## src/rtl/seg_scan_if.sv

```systemverilog
// Scan-controller bus: enable/mask in, digit select, anodes and frame tick out.
interface seg_scan_if;
  logic       i_en;
  logic [3:0] i_digit_mask;
  logic [1:0] o_ctrl;
  logic [3:0] o_anode;
  logic       o_frame_tick;

  modport master (output i_en, i_digit_mask, input o_ctrl, o_anode, o_frame_tick);
  modport slave  (input i_en, i_digit_mask, output o_ctrl, o_anode, o_frame_tick);
endinterface

```

## src/rtl/seg_scan_ctrl.sv

```systemverilog
// Digit-scan controller for a 4-digit multiplexed 7-segment display: blanked
// slots, masked-digit skipping and a frame tick on every wrap of the scan.
module seg_scan_ctrl #(
  parameter int unsigned CLK_DIV          = 50000,
  parameter int unsigned BLANK_CYCLES     = 2,
  parameter bit          ANODE_ACTIVE_LOW = 1'b1
) (
  input  logic       i_clk,
  input  logic       i_rst,
  seg_scan_if.slave  scan_if
);

  localparam int unsigned CNT_W = $clog2(CLK_DIV);
  localparam logic [CNT_W-1:0] CNT_LAST  = CNT_W'(CLK_DIV - 1);
  localparam logic [CNT_W-1:0] CNT_BLANK = CNT_W'(BLANK_CYCLES);
  localparam logic [3:0] ANODE_OFF = ANODE_ACTIVE_LOW ? 4'hF : 4'h0;

  localparam logic [1:0] ST_IDLE  = 2'd0;
  localparam logic [1:0] ST_BLANK = 2'd1;
  localparam logic [1:0] ST_DRIVE = 2'd2;

  logic [1:0]       state_q, state_d;
  logic [CNT_W-1:0] cnt_q, cnt_d;
  logic [CNT_W-1:0] cnt_inc;
  logic [1:0]       ctrl_q, ctrl_d;
  logic [1:0]       nxt_idx;
  logic [3:0]       anode_q, anode_d;
  logic             tick_q, tick_d;
  logic             lit_q, lit_d;
  logic             scan_ok;

  function automatic logic [3:0] anode_on(input logic [1:0] idx);
    logic [3:0] oh;
    oh = 4'b0001 << idx;
    return ANODE_ACTIVE_LOW ? ~oh : oh;
  endfunction

  function automatic logic [1:0] lowest_idx(input logic [3:0] mask);
    logic [1:0] idx;
    idx = 2'd0;
    for (int k = 3; k >= 0; k--) begin
      if (mask[k]) idx = 2'(k);
    end
    return idx;
  endfunction

  // First enabled digit strictly above cur, wrapping; falls back to cur itself.
  function automatic logic [1:0] next_idx(input logic [1:0] cur, input logic [3:0] mask);
    logic [1:0] idx;
    logic [1:0] cand;
    logic       found;
    idx   = cur;
    found = 1'b0;
    for (int k = 1; k <= 4; k++) begin
      cand = cur + 2'(k);
      if (!found && mask[cand]) begin
        idx   = cand;
        found = 1'b1;
      end
    end
    return idx;
  endfunction

  always_ff @(posedge i_clk) begin
    if (i_rst) begin
      state_q <= ST_IDLE;
      cnt_q   <= '0;
      ctrl_q  <= 2'd0;
      anode_q <= ANODE_OFF;
      tick_q  <= 1'b0;
      lit_q   <= 1'b0;
    end else begin
      state_q <= state_d;
      cnt_q   <= cnt_d;
      ctrl_q  <= ctrl_d;
      anode_q <= anode_d;
      tick_q  <= tick_d;
      lit_q   <= lit_d;
    end
  end

  // lit tracks whether the current slot's digit stayed enabled; once cleared it
  // keeps the anode dark until the next slot boundary.
  always_comb begin
    state_d = state_q;
    cnt_d   = cnt_q;
    ctrl_d  = ctrl_q;
    anode_d = ANODE_OFF;
    tick_d  = 1'b0;
    lit_d   = lit_q;
    cnt_inc = cnt_q + CNT_W'(1);
    nxt_idx = next_idx(ctrl_q, scan_if.i_digit_mask);
    scan_ok = scan_if.i_en && (scan_if.i_digit_mask != 4'b0000);

    if (!scan_ok) begin
      state_d = ST_IDLE;
      cnt_d   = '0;
    end else begin
      case (state_q)
        ST_IDLE: begin
          state_d = ST_BLANK;
          cnt_d   = '0;
          ctrl_d  = lowest_idx(scan_if.i_digit_mask);
          lit_d   = 1'b1;
        end
        ST_BLANK, ST_DRIVE: begin
          if (cnt_q == CNT_LAST) begin
            state_d = ST_BLANK;
            cnt_d   = '0;
            ctrl_d  = nxt_idx;
            tick_d  = (nxt_idx <= ctrl_q);
            lit_d   = 1'b1;
          end else begin
            cnt_d = cnt_inc;
            lit_d = lit_q & scan_if.i_digit_mask[ctrl_q];
            if (cnt_inc >= CNT_BLANK) begin
              state_d = ST_DRIVE;
              if (lit_d) anode_d = anode_on(ctrl_q);
            end else begin
              state_d = ST_BLANK;
            end
          end
        end
        default: begin
          state_d = ST_IDLE;
          cnt_d   = '0;
        end
      endcase
    end
  end

  assign scan_if.o_ctrl       = ctrl_q;
  assign scan_if.o_anode      = anode_q;
  assign scan_if.o_frame_tick = tick_q;

endmodule

```

## src/flat_wrapper.sv

```systemverilog
// flat-port wrapper written by rule: the top's interface ports become plain ports
module seg_scan_ctrl_flat 
#(
  parameter int unsigned CLK_DIV          = 50000,
  parameter int unsigned BLANK_CYCLES     = 2,
  parameter bit          ANODE_ACTIVE_LOW = 1'b1
)
  (i_clk, i_rst, scan_if_i_en, scan_if_i_digit_mask, scan_if_o_ctrl, scan_if_o_anode, scan_if_o_frame_tick);
  seg_scan_if scan_if_i ();
  input  logic i_clk;
  input  logic i_rst;
  input wire logic [$bits(scan_if_i.i_en)-1:0] scan_if_i_en;
  input wire logic [$bits(scan_if_i.i_digit_mask)-1:0] scan_if_i_digit_mask;
  output wire logic [$bits(scan_if_i.o_ctrl)-1:0] scan_if_o_ctrl;
  output wire logic [$bits(scan_if_i.o_anode)-1:0] scan_if_o_anode;
  output wire logic [$bits(scan_if_i.o_frame_tick)-1:0] scan_if_o_frame_tick;
  assign scan_if_i.i_en = scan_if_i_en;
  assign scan_if_i.i_digit_mask = scan_if_i_digit_mask;
  assign scan_if_o_ctrl = scan_if_i.o_ctrl;
  assign scan_if_o_anode = scan_if_i.o_anode;
  assign scan_if_o_frame_tick = scan_if_i.o_frame_tick;
  seg_scan_ctrl #(.CLK_DIV(CLK_DIV), .BLANK_CYCLES(BLANK_CYCLES), .ANODE_ACTIVE_LOW(ANODE_ACTIVE_LOW)) u_core (.i_clk(i_clk), .i_rst(i_rst), .scan_if(scan_if_i));
endmodule
```

## config.mk

```make
export PLATFORM = sky130hd
export DESIGN_NAME = seg_scan_ctrl_flat
export DESIGN_NICKNAME = d
export VERILOG_FILES = /design/src/rtl/seg_scan_if.sv /design/src/rtl/seg_scan_ctrl.sv /design/src/flat_wrapper.sv
export SDC_FILE = /design/constraint.sdc
export NUM_CORES = 1
export LEC_CHECK = 0
export BUFFER_PORTS_ARGS = -buffer_cell sky130_fd_sc_hd__buf_2
export CORE_ASPECT_RATIO = 0.7
export CORE_MARGIN = 1.5
export CORE_UTILIZATION = 30
export DETAILED_ROUTE_END_ITERATION = 10
export SLEW_MARGIN = 20
export SYNTH_ARGS = -nofsm -noshare
export SYNTH_HDL_FRONTEND = slang
export SYNTH_SLANG_ARGS = --single-unit
```

## constraint.sdc

```tcl
create_clock -name i_clk -period 3.4 [get_ports i_clk]
set_input_delay 0.85 -clock i_clk [delete_from_list [all_inputs] [get_ports i_clk]]
set_output_delay 0.85 -clock i_clk [all_outputs]
set_load 0.03 [all_outputs]
```

## Word-level counts from Yosys, hierarchy flattened

Index checks and enable logic that the tools add are counted.

| word-level totals | value |
|---|---|
| register bits | 26 |
| output and inout port bits | 7 |
| logic and storage cells | 71 |

| cells by class | value |
|---|---|
| add/subtract/negate cells | 4 |
| order comparisons | 6 |
| equal/unequal tests | 4 |
| shift-type cells | 1 |
| mux-type cells | 26 |
| bitwise logic cells | 7 |
| reduce and logical (&&, ||, !) cells | 17 |

Operators with widths:

| kind | number |
|---|---|
| $mux 2 | 11 |
| $add 16x1->16 const B | 1 |
| $eq 16x16->1 const B | 1 |
| $ge 16x2->1 const B | 1 |
| $lt 2x3->1 const B | 4 |
| $bmux 1 s2 | 4 |
| $mux 1 | 8 |
| $pmux 2 s2 | 2 |
| $reduce_or 4->1 | 2 |
| $reduce_or 6->1 | 1 |
| $not 1->1 | 5 |
| $add 2x2->2 const B | 2 |
| $logic_and 1x1->1 | 4 |
| $not 4->4 | 1 |
| $reduce_bool 4->1 | 1 |
| $reduce_or 2->1 | 2 |
| $shl 1x2->4 const A | 1 |
| $logic_not 1->1 | 3 |
| $reduce_and 3->1 | 1 |
| $add 2x1->2 const B | 1 |
| $eq 2x1->1 const B | 1 |
| $eq 2x2->1 const B | 1 |
| $le 2x2->1 | 1 |
| $logic_not 2->1 | 1 |
| 5 further kinds | 5 |

## Longest topological paths before layout

| depth | value |
|---|---|
| word-level depth | 15 |
| mapped depth | 13 |

## Worst setup path after synthesis

No wires, ideal clock.

| path | value |
|---|---|
| kind | register -> register |
| start | reg u_core.ctrl_q[0] (netlist: u_core.scan_if.o_ctrl[0]) |
| end | reg u_core.tick_q (netlist: u_core.scan_if.o_frame_tick) |
| library setup time | 0.078 ns |
| data arrival time | 3.008 ns |
| required time | 3.322 ns |
| slack | 0.314 ns |
| cell stages (with the launch flop) | 14 |
| path buffers | 1 |
| clock period less this slack | 3.086 ns |
| path through | dfxtp_1 buf_2 inv_1 ha_1 mux4_2 inv_1 and2_1 o21ai_0 o22a_1 ha_1 nor2b_1 o21ai_0 nand2_1 nor3_1 |

| on the way | value |
|---|---|
| longest elaborated chain between the ends | 14 |

Ends and longest elaborated chain:

| what | RTL line | text |
|---|---|---|
| start: declaration | seg_scan_ctrl.sv:25 | `logic [1:0] ctrl_q, ctrl_d;` |
| start signal: assignment | seg_scan_ctrl.sv:75 | `ctrl_q <= ctrl_d;` |
| $add 2x1->2 | seg_scan_ctrl.sv:55 | `cand = cur + 2'(k);` |
| $bmux 1 s2 | seg_scan_ctrl.sv:56 | `if (!found && mask[cand]) begin` |
| $mux 1 (not written as such) | seg_scan_ctrl.sv:56 |  |
| $mux 1 | seg_scan_ctrl.sv:56 |  |
| $logic_not 1->1 | seg_scan_ctrl.sv:56 |  |
| $logic_and 1x1->1 | seg_scan_ctrl.sv:56 |  |
| $mux 1 | seg_scan_ctrl.sv:56 |  |
| $logic_not 1->1 | seg_scan_ctrl.sv:56 |  |
| $logic_and 1x1->1 | seg_scan_ctrl.sv:56 |  |
| $mux 1 | seg_scan_ctrl.sv:56 |  |
| $logic_not 1->1 | seg_scan_ctrl.sv:56 |  |
| $logic_and 1x1->1 | seg_scan_ctrl.sv:56 |  |
| $mux 2 | seg_scan_ctrl.sv:56 |  |
| $le 2x2->1 * | seg_scan_ctrl.sv:111 | `tick_d = (nxt_idx <= ctrl_q);` |
| end signal: assignment | seg_scan_ctrl.sv:77 | `tick_q <= tick_d;` |
| end: declaration | seg_scan_ctrl.sv:28 | `logic tick_q, tick_d;` |

Mark *: on every way between the ends. The rest lies on a longest branch, timed or not. The select of a mux whose other input is x is not followed.
A chain may end at the register's enable or synchronous reset.

## Final worst setup path

| path | value |
|---|---|
| start | reg u_core.ctrl_q[1] (netlist: u_core.scan_if.o_ctrl[1]) |
| end | reg u_core.tick_q (netlist: u_core.scan_if.o_frame_tick) |

Same word-level chain as after synthesis.

==> results.toml <==
[min_path]
hold_class = "reg2reg"
worstHoldStart = "u_core.cnt_q[0]"

[cts]
htree_levels = 1
clockBufferDepth = 2
postCtsSetupRepairBufs = 0
cts_tree = "done"
cts_resized = 0
path_clk_slew_ns = 0.10
cts_hold_buf = 0
root_buffer = "clkbuf_8"
numCtsBuffers = 3
clk_latency_ns = 0.28
cts_sinks = 26

[logic_synthesis]
synth_xor_area_frac = 0.0712
synth_mux_area_frac = 0.0559
ys.flop_type = "dfxtp_1"
synth_edf_count = 0
synth-simple-area-share = 0.336
ys_seq_area_frac = 0.302
syn_avg_cell_area_sq_um = 8.20
synthArstFlopShare = 0
yosys_warnings = 0
synth_top_family_by_area = "simple AND/OR/NAND/NOR gates"
synth_cell_type_count = 49
synthCells = 210
synthAdderAreaFrac = 0.0726
synth_compound_area_frac = 0.108
synth_nets = 227
synth.cell_area_sq_mm = 0.00172
synth_seq_cells = 26

[sta]
finalHoldViolCount = 0
fin_skew_ns = 0.00684
rsz0062_at_grt = "false"
finalMaxSlewViolations = 0
slew_headroom = 0.551
min_period_ns = 2.77
fin_ws_ns = 0.627
setup_violations = 0
tightest_slew_ns = 0.671
fin_tns_setup_ns = 0
max_freq_mhz = 361
fin_crit_sh = 0.816

[floorplan]
start_util = 0.319
rows = 22
die_y_microns = 66.4
coreArea_sq_mm = 0.00540
dieArea_sq_mm = 0.00621
die_w_microns = 93.6
io_pins = 14

[layout]
n_antenna_cell = 0
fin_area_sq_mm = 0.00191
syn2layout_area_growth_pct = 11.0
nets = 239
drive_gt1_frac = 0.136

[setup_path]
rr_startpoint = "u_core.scan_if.o_ctrl[1]"
criticalPathCategory = "reg2reg"
cp.required_ns = 3.60
critPathBufInv = 2
critPathLaunch = "u_core.scan_if.o_ctrl[1]"
critPathCaptureType = "flop"
cp-start-kind = "flop"
crit_chain = "inv_1 -> ha_1 -> mux4_2 -> inv_1 -> and2_1 -> o21ai_0 -> o22a_1 -> ha_1 -> nor2b_1 -> o21ai_0 -> nand2_1 -> nor3_1"
slowest_stage = "mux4_2"
critical_path.top_delay_family = "adder cells"
worstPathMaxFanout = 5
critPathMaxStageDelay_ns = 0.55
crit_arrival_ns = 2.98

[global_route]
first_global_vias = 1258
track_usage = 0.125
antenna_found_initial = 0
overflow = 0
grt_max_degree = 20
grt_pass1_wl_microns = 6090

[detailed_routing]
via_per_inst = 5.04
drc_errors = 0
via_count = 1476
ant_nets = 0
wirelength_microns = 3600
drt_iter0_drc = 90
drtPass1Iterations = 4
wl_per_cell_microns = 12.3

[placement]
placed_area_sq_mm = 0.00184
dpl_worst_slack_ns = 0.550
hpwl_microns = 2760
gp_congestion = 0.794
portBuffers = 13

[run_status]
status = "finished, final reports clean"

[job]
cap_violations = 0

[pwr]
power.leakage_nw = 0.669
power.total_w = 0.000702
ir_worst_vdd_mv = 0.138
powerDensity_mw_per_mm2 = 367
layer usage:
layer	GRT usage	share of wire
met1	0.191	0.57
met2	0.171	0.39
met3	0.0310	0.030
met4	0.0317	0.0050
met5	0	0
cells in the final DEF (no fill, tap or decap), types with 2 or more instances in the layout:
cell      netlist  final
buf_2           1     13
nand3_1         6      6
nor4_1          3      3
clkbuf_8        1      3
xor2_1          4      4
nor4b_1         2      2
o21ai_0         5      5
ha_1           10     10
nor2b_1         3      3
and3_1          3      3
inv_1           9      9
o221ai_1        2      2
buf_4           0      3
nand2_1        24     24
a211oi_1        3      3
xnor2_1        10     10
a21oi_1         4      4
nor4bb_1        3      3
and2_1          3      3
mux2i_1         4      4
nor2_1         31     31
nor3_1         15     15
dfxtp_1        26     26
mux4_2          2      2
o21ba_2         2      2
nand4_1         5      5
cell usage after synthesis (2+ instances only):
| library cell | n | area (sq um) |
|---|---|---|
| nand4_1 | 5 | 31.3 |
| nor4_1 | 3 | 18.8 |
| and3_1 | 3 | 18.8 |
| a21oi_1 | 4 | 20.0 |
| nor4b_1 | 2 | 17.5 |
| nor3_1 | 15 | 75.1 |
| mux2i_1 | 4 | 40.0 |
| clkbuf_1 | 5 | 18.8 |
| buf_6 | 2 | 22.5 |
| mux4_2 | 2 | 45.0 |
| o221ai_1 | 2 | 17.5 |
| xor2_1 | 4 | 35.0 |
| dfxtp_1 | 26 | 521 |
| nor2b_1 | 3 | 18.8 |
| nor4bb_1 | 3 | 30.0 |
| nand2_1 | 24 | 90.1 |
| and2_1 | 3 | 18.8 |
| o21ai_0 | 5 | 25.0 |
| nor2_1 | 31 | 116 |
| xnor2_1 | 10 | 87.6 |
| ha_1 | 10 | 125 |
| inv_1 | 9 | 33.8 |
| a211oi_1 | 3 | 22.5 |
| o21ba_2 | 2 | 20.0 |
| nand3_1 | 6 | 30.0 |
where the power goes:
group | internal [W] | leakage (nW) | total, W | switching, W
combinational | 0.0000570 | 0.423 | 0.000130 | 0.0000727
sequential | 0.000309 | 0.210 | 0.000312 | 0.00000344
clock | 0.000158 | 0.0357 | 0.000260 | 0.000103
metrics by stage:
stage / util / hold slack (ns) / std cells
3_3_place_gp: 0.341 / 0.477 / 289
2_1_floorplan: - / 0.456 / 210
4_1_cts: 0.354 / 0.511 / 293
5_1_grt: 0.354 / 0.565 / 293
6_report: 0.354 / 0.506 / 293
3_5_place_dp: 0.341 / 0.490 / 289
cells by family (layout without fill, tap and decap cells):
group,Yosys count,in the layout
buffers and inverters,18,29
XOR/XNOR,14,14
AND/OR/NAND/NOR,110,110
AO/OA/AOI/OAI,25,25
multiplexers,7,7
adder cells (fa/ha/maj),10,10
flip-flops,26,26
final timing paths:
kind                                               endpoint  slack, ns  cells past startpoint
worst min register to register              u_core.cnt_q[0]       0.51                      1
worst max register to register  u_core.scan_if.o_frame_tick       0.63                     12
worst max-delay path            u_core.scan_if.o_frame_tick       0.63                     12
worst min-delay path                        u_core.cnt_q[0]       0.51                      1
layout make-up:
cell class / count / area (sq um)
multi-input combinational: 166 / 1110
sequential: 26 / 520
tap: 72 / 90.1
inverter: 9 / 33.8
timing repair buffer: 16 / 87.6
clock inverter: 1 / 30.0
clock buffer: 3 / 41.3
fill: 572 / 3480
flip-flops by register name, indices dropped and copies added, names as in the netlist:
register / cells
u_core.lit_q: 1
u_core.scan_if.o_anode: 4
u_core.scan_if.o_ctrl: 2
u_core.scan_if.o_frame_tick: 1
u_core.state_q: 2
u_core.cnt_q: 16
(Power assumes the default switching activity.)
